===== config.mk =====
export PLATFORM = sky130hd
export DESIGN_NAME = dec_rr_arbiter_flat
export DESIGN_NICKNAME = d
export VERILOG_FILES = /design/src/rtl/dec_rr_arbiter_if.sv /design/src/rtl/dec_rr_arbiter.sv /design/src/flat_wrapper.sv
export SDC_FILE = /design/constraint.sdc
export NUM_CORES = 1
export LEC_CHECK = 0
export ABC_CLOCK_PERIOD_IN_PS = 1700
export BUFFER_PORTS_ARGS = -buffer_cell sky130_fd_sc_hd__buf_2
export CORE_MARGIN = 2
export CORE_UTILIZATION = 30
export DETAILED_ROUTE_END_ITERATION = 7
export HOLD_SLACK_MARGIN = 0.08
export MAX_ROUTING_LAYER = met4
export PLACE_DENSITY = 0.6
export SYNTH_ARGS = -nofsm -noshare
export SYNTH_HDL_FRONTEND = slang
export SYNTH_SLANG_ARGS = --single-unit
export TNS_END_PERCENT = 50

===== constraint.sdc =====
create_clock -name clk -period 1.7 [get_ports clk]
set_input_delay 0 -clock clk [delete_from_list [all_inputs] [get_ports clk]]
set_output_delay 0 -clock clk [all_outputs]
set_load 0.05 [all_outputs]

===== src/rtl/dec_rr_arbiter_if.sv =====
// Request/grant bundle between the requesters and the round-robin arbiter.
// master = requester side, slave = arbiter side.
interface dec_rr_arbiter_if;
    logic [3:0] req;
    logic       done;
    logic       gnt_valid;
    logic [1:0] gnt_id;
    logic [0:3] grant;
    logic       timeout;

    modport master (output req, done, input gnt_valid, gnt_id, grant, timeout);
    modport slave  (input req, done, output gnt_valid, gnt_id, grant, timeout);
endinterface


===== src/rtl/dec_rr_arbiter.sv =====
// Four-way round-robin arbiter with registered index/enable and one-hot select.
// Define ARB_TIMEOUT_EN to bound each grant to TIMEOUT cycles with a forced release.
module dec_rr_arbiter #(
    parameter int unsigned TIMEOUT = 16
) (
    input  logic              clk,
    input  logic              rst,
    dec_rr_arbiter_if.slave   bus
);

    if (TIMEOUT < 1 || TIMEOUT > 255) begin : g_bad_timeout
        $error("dec_rr_arbiter: TIMEOUT must be in 1..255");
    end

    typedef enum logic {S_IDLE, S_GRANT} state_e;

    state_e     state_q, state_d;
    logic [1:0] ptr_q, ptr_d;
    logic [1:0] gnt_id_q, gnt_id_d;
    logic       gnt_valid_q, gnt_valid_d;
    logic [0:3] grant_q, grant_d;
    logic       timeout_q, timeout_d;
    logic [1:0] pick;
    logic       pick_vld;
    logic       release_c;
    logic       force_c;

    // Scan from the farthest offset down so the nearest set bit to ptr wins.
    always_comb begin
        pick     = ptr_q;
        pick_vld = 1'b0;
        for (int k = 3; k >= 0; k--) begin
            if (bus.req[ptr_q + 2'(k)]) begin
                pick     = ptr_q + 2'(k);
                pick_vld = 1'b1;
            end
        end
    end

    assign release_c = (state_q == S_GRANT) && (bus.done || !bus.req[gnt_id_q]);

`ifdef ARB_TIMEOUT_EN
    logic [7:0] hold_q, hold_d;

    // hold_q counts completed GRANT cycles; the TIMEOUT-th cycle ends the grant.
    assign force_c = (state_q == S_GRANT) && !release_c && (hold_q == 8'(TIMEOUT - 1));
    assign hold_d  = (state_q == S_GRANT) ? hold_q + 8'd1 : 8'd0;

    always_ff @(posedge clk) begin
        if (rst) hold_q <= 8'd0;
        else     hold_q <= hold_d;
    end
`else
    assign force_c = 1'b0;
`endif

    always_ff @(posedge clk) begin
        if (rst) begin
            state_q     <= S_IDLE;
            ptr_q       <= 2'd0;
            gnt_id_q    <= 2'd0;
            gnt_valid_q <= 1'b0;
            grant_q     <= 4'b0000;
            timeout_q   <= 1'b0;
        end else begin
            state_q     <= state_d;
            ptr_q       <= ptr_d;
            gnt_id_q    <= gnt_id_d;
            gnt_valid_q <= gnt_valid_d;
            grant_q     <= grant_d;
            timeout_q   <= timeout_d;
        end
    end

    always_comb begin
        state_d = state_q;
        case (state_q)
            S_IDLE:  if (pick_vld)              state_d = S_GRANT;
            S_GRANT: if (release_c || force_c)  state_d = S_IDLE;
            default:                            state_d = S_IDLE;
        endcase
    end

    always_comb begin
        ptr_d       = ptr_q;
        gnt_id_d    = gnt_id_q;
        gnt_valid_d = gnt_valid_q;
        timeout_d   = 1'b0;
        if (state_q == S_IDLE && pick_vld) begin
            gnt_id_d    = pick;
            gnt_valid_d = 1'b1;
        end
        if (state_q == S_GRANT && (release_c || force_c)) begin
            gnt_valid_d = 1'b0;
            ptr_d       = gnt_id_q + 2'd1;
            timeout_d   = force_c;
        end
        for (int i = 0; i < 4; i++) begin
            grant_d[i] = gnt_valid_d && (gnt_id_d == 2'(i));
        end
    end

    assign bus.gnt_valid = gnt_valid_q;
    assign bus.gnt_id    = gnt_id_q;
    assign bus.grant     = grant_q;
    assign bus.timeout   = timeout_q;

endmodule


===== src/flat_wrapper.sv =====
// flat-port wrapper written by rule: the top's interface ports become plain ports
module dec_rr_arbiter_flat 
#(
    parameter int unsigned TIMEOUT = 16
)
  (clk, rst, bus_req, bus_done, bus_gnt_valid, bus_gnt_id, bus_grant, bus_timeout);
  dec_rr_arbiter_if bus_i ();
  input  logic clk;
  input  logic rst;
  input wire logic [$bits(bus_i.req)-1:0] bus_req;
  input wire logic [$bits(bus_i.done)-1:0] bus_done;
  output wire logic [$bits(bus_i.gnt_valid)-1:0] bus_gnt_valid;
  output wire logic [$bits(bus_i.gnt_id)-1:0] bus_gnt_id;
  output wire logic [$bits(bus_i.grant)-1:0] bus_grant;
  output wire logic [$bits(bus_i.timeout)-1:0] bus_timeout;
  assign bus_i.req = bus_req;
  assign bus_i.done = bus_done;
  assign bus_gnt_valid = bus_i.gnt_valid;
  assign bus_gnt_id = bus_i.gnt_id;
  assign bus_grant = bus_i.grant;
  assign bus_timeout = bus_i.timeout;
  dec_rr_arbiter #(.TIMEOUT(TIMEOUT)) u_core (.clk(clk), .rst(rst), .bus(bus_i));
endmodule

==> out/qor.yml <==
worst_setup_path:
  reg2regPathDepth: 4
  required_ns: 1.86
  worst-path-stages: 4
  crit_chain: "and3b_1 -> or4_4 -> a211o_1 -> and4b_1"
  critPathBufInv: 0
  end_kind: "register"
  crit_type: "reg2reg"
  cpMaxStageDelayCell: "or4_4"
  critPathMaxFanout: 5
  max_stage_delay_ns: 0.52
  startpoint_type: "register"
  cp_top_family: "simple AND/OR/NAND/NOR gates"
  crit_arrival_ns: 1.81
route:
  num_vias: 469
  first_pass_iters: 4
  finalWirelength_um: 1080
  drt_iter0_drc: 2
  viasPerCell: 5.27
  wl_per_cell_um: 12.1
  final_antenna_net_count: 0
  drc: 0
timing:
  max_freq_mhz: 605
  period_needed_ns: 1.65
  slew_violations: 0
  setup_violations: 0
  hold_viol: 0
  period_share_pct: 97.3
  max_slew.worst_pin.slew_ns: 0.545
  finClkSkew_ns: 0.00274
  slew_headroom_pct: 63.3
  rsz0062_at_grt: "yes"
synth:
  yosys-top-cells-area: "dfxtp_1, mux2i_1, a211oi_1"
  synth_nets: 60
  synth_top_area_cell: "dfxtp_1"
  yosys_warnings: 0
  synth.avg_cell_area_um2: 9.21
  synth_cells: 53
  ys_ff_latch: 10
  syn_area_um2: 488
  synth_cell_types: 27
  seq_area_frac_synth_pct: 41.0
  synthDominantCellAreaShare_pct: 41.0
cts:
  clockBufferDepth: 2
  cts.sinks: 10
  clk_latency_ns: 0.26
  cts_buffers: 3
  clkTransAtPathRegs_ns: 0.06
  root_buffer: "clkbuf_4"
  post_cts_buffers: 0
  ctsHtreeMaxLevel: 1
  cts_tree: "built"
place:
  place_area_um2: 589
  dp.cells: 84
  portBuffers: 13
  place.gp.congestion: 0.808
  dp_hpwl_um: 807
cells_and_area:
  area_growth_pct: 32.1
  layout-drive-gt1-share_pct: 35.6
  antenna_cells: 0
  final_util_pct: 42.3
  final_cells: 89
  finalInstanceArea_um2: 644
  nets: 81
min_path:
  hold_depth: 4
  hold_class: "in2reg"
die:
  die_height_um: 44.3
  dieArea_um2: 1970
  rows: 14
  die_w_um: 44.3
  initial_core_util_pct: 32.0
  io_pins: 15
  core_um2: 1520
power_and_ir_drop:
  p_total_mw: 0.643
  peakVddDrop_uv: 378
  power.density_nw_per_um2: 997
  p_leak_nw: 0.298
status:
  status: "finished clean"
grt:
  antenna_found_initial: 0
  grt_pass1_vias: 388
  track_usage_pct: 12.5
  grt-ovfl-total: 0
  grt_max_degree: 9
  grt_first_pass_wirelength_um: 1730
flow_run:
  cap_violations: 0
[repair_timing]
action / CTS / global route
endpoints found under the setup margin: 0 / 4
hold endpoints to repair: 4 / 0
hold buffers: 1 / 0
resized for setup: 0 / 2
[flip-flops by register name (all words and copies together) (netlist names)]
name,flops
u_core.bus.gnt_id,2
u_core.bus.grant,4
u_core.bus.gnt_valid,1
u_core.ptr_q,2
u_core.state_q,1
[cells by family (layout without fill, tap and decap cells)]
kind of cell    after synthesis  in the layout  synth area share [%]
buf+inv                       4             24                  3.85
compound gates               15             15                  21.3
mux                           4              4                  8.21
other cells                   1              1                 0.768
xor+xnor                      1              1                  1.80
flops                        10             10                  41.0
simple gates                 18             18                  23.1
[layout make-up]
| type | count | area, um2 |
|---|---|---|
| Multi-Input combinational cell | 39 | 278 |
| Timing Repair Buffer | 17 | 97.6 |
| Tap cell | 16 | 20.0 |
| Fill cell | 150 | 880 |
| Sequential cell | 10 | 201 |
| Inverter | 3 | 11.3 |
| Clock buffer | 4 | 36.3 |
[per-layer routing]
layer | vias up | part of all wire [%] | global-route usage (%) | routed length, um
met3 | 4 | 4.5 | 2.45 | 48
met5 | - | 0 | - | 0
met4 | 0 | 1.9 | 7.27 | 20
li1 | 238 | - | - | -
met2 | 10 | 46 | 17.1 | 490
met1 | 217 | 48 | 17.0 | 516
[synth_stat cells (all sizes together)]
cell    instances
a211o           1
nor2b           2
buf             1
inv             3
and3b           1
xor2            1
or4             1
a211oi          3
mux2i           4
o21ai           3
o41ai           1
nand2b          3
or2             2
conb            1
nor3            1
nand2           1
and4b           1
o22ai           1
o41a            1
and3            1
nor4            1
a31oi           1
dfxtp          10
nor4bb          1
a21oi           3
nor2            3
o221ai          1
[report_power, final]
part | leakage [nW] | total, mW | internal (mW) | switching (mW)
clock network | 0.0210 | 0.210 | 0.130 | 0.0799
logic | 0.194 | 0.163 | 0.0582 | 0.104
registers | 0.0826 | 0.270 | 0.254 | 0.0157
[metrics by stage]
step | hold WS, ns | setup TNS [ns] | setup WS (ns)
after floorplan | 0.0645 | 0 | 0.0849
after global placement | 0.245 | 0 | 0.0841
after detailed placement | 0.255 | 0 | 0.0596
after CTS | 0.249 | 0 | 0.0440
after global routing | 0.322 | -0.0643 | -0.0396
final | 0.281 | 0 | 0.0466
[path summary, 6_finish.rpt]
| kind | from | endpoint | slack (ns) |
|---|---|---|---|
| worst max register to register | u_core.ptr_q[1] | u_core.bus.grant[1] | 0.05 |
| worst min register to register | u_core.ptr_q[0] | u_core.ptr_q[0] | 0.50 |
| worst max-delay path | u_core.ptr_q[1] | u_core.bus.grant[1] | 0.05 |
| worst min-delay path | bus_req[1] | u_core.bus.grant[3] | 0.28 |
[tightest hold or removal path, stage by stage]
cell,delay [ns]
buf_2,0.11
or4_4,0.13
a211o_1,0.18
a211oi_2,0.08
[layout by cell type, fill, tap and decap left out]
cell type      synthesis  final
o41ai_1                1      1
clkbuf_8               0      1
a211oi_2               0      1
nor3_1                 1      1
nand2_1                1      1
and3_1                 1      1
dfxtp_2                0      1
o221ai_1               1      1
or2_2                  2      2
o41a_2                 1      1
and3b_1                1      1
clkbuf_4               0      3
conb_1                 1      1
o22ai_1                1      1
a211o_1                1      1
dlygate4sd3_1          0      1
a21oi_1                3      3
nor2_1                 3      3
inv_1                  3      3
and4b_1                1      1
a211oi_1               3      2
a31oi_1                1      1
dfxtp_1               10      9
nand2b_1               3      3
o21ai_0                3      3
or4_4                  0      1
xor2_1                 1      1
buf_4                  1      3
nor2b_1                2      2
nor4_1                 1      1
nor4bb_1               1      1
mux2i_1                4      4
buf_2                  0     13
Power figures use the tool's default switching activity.
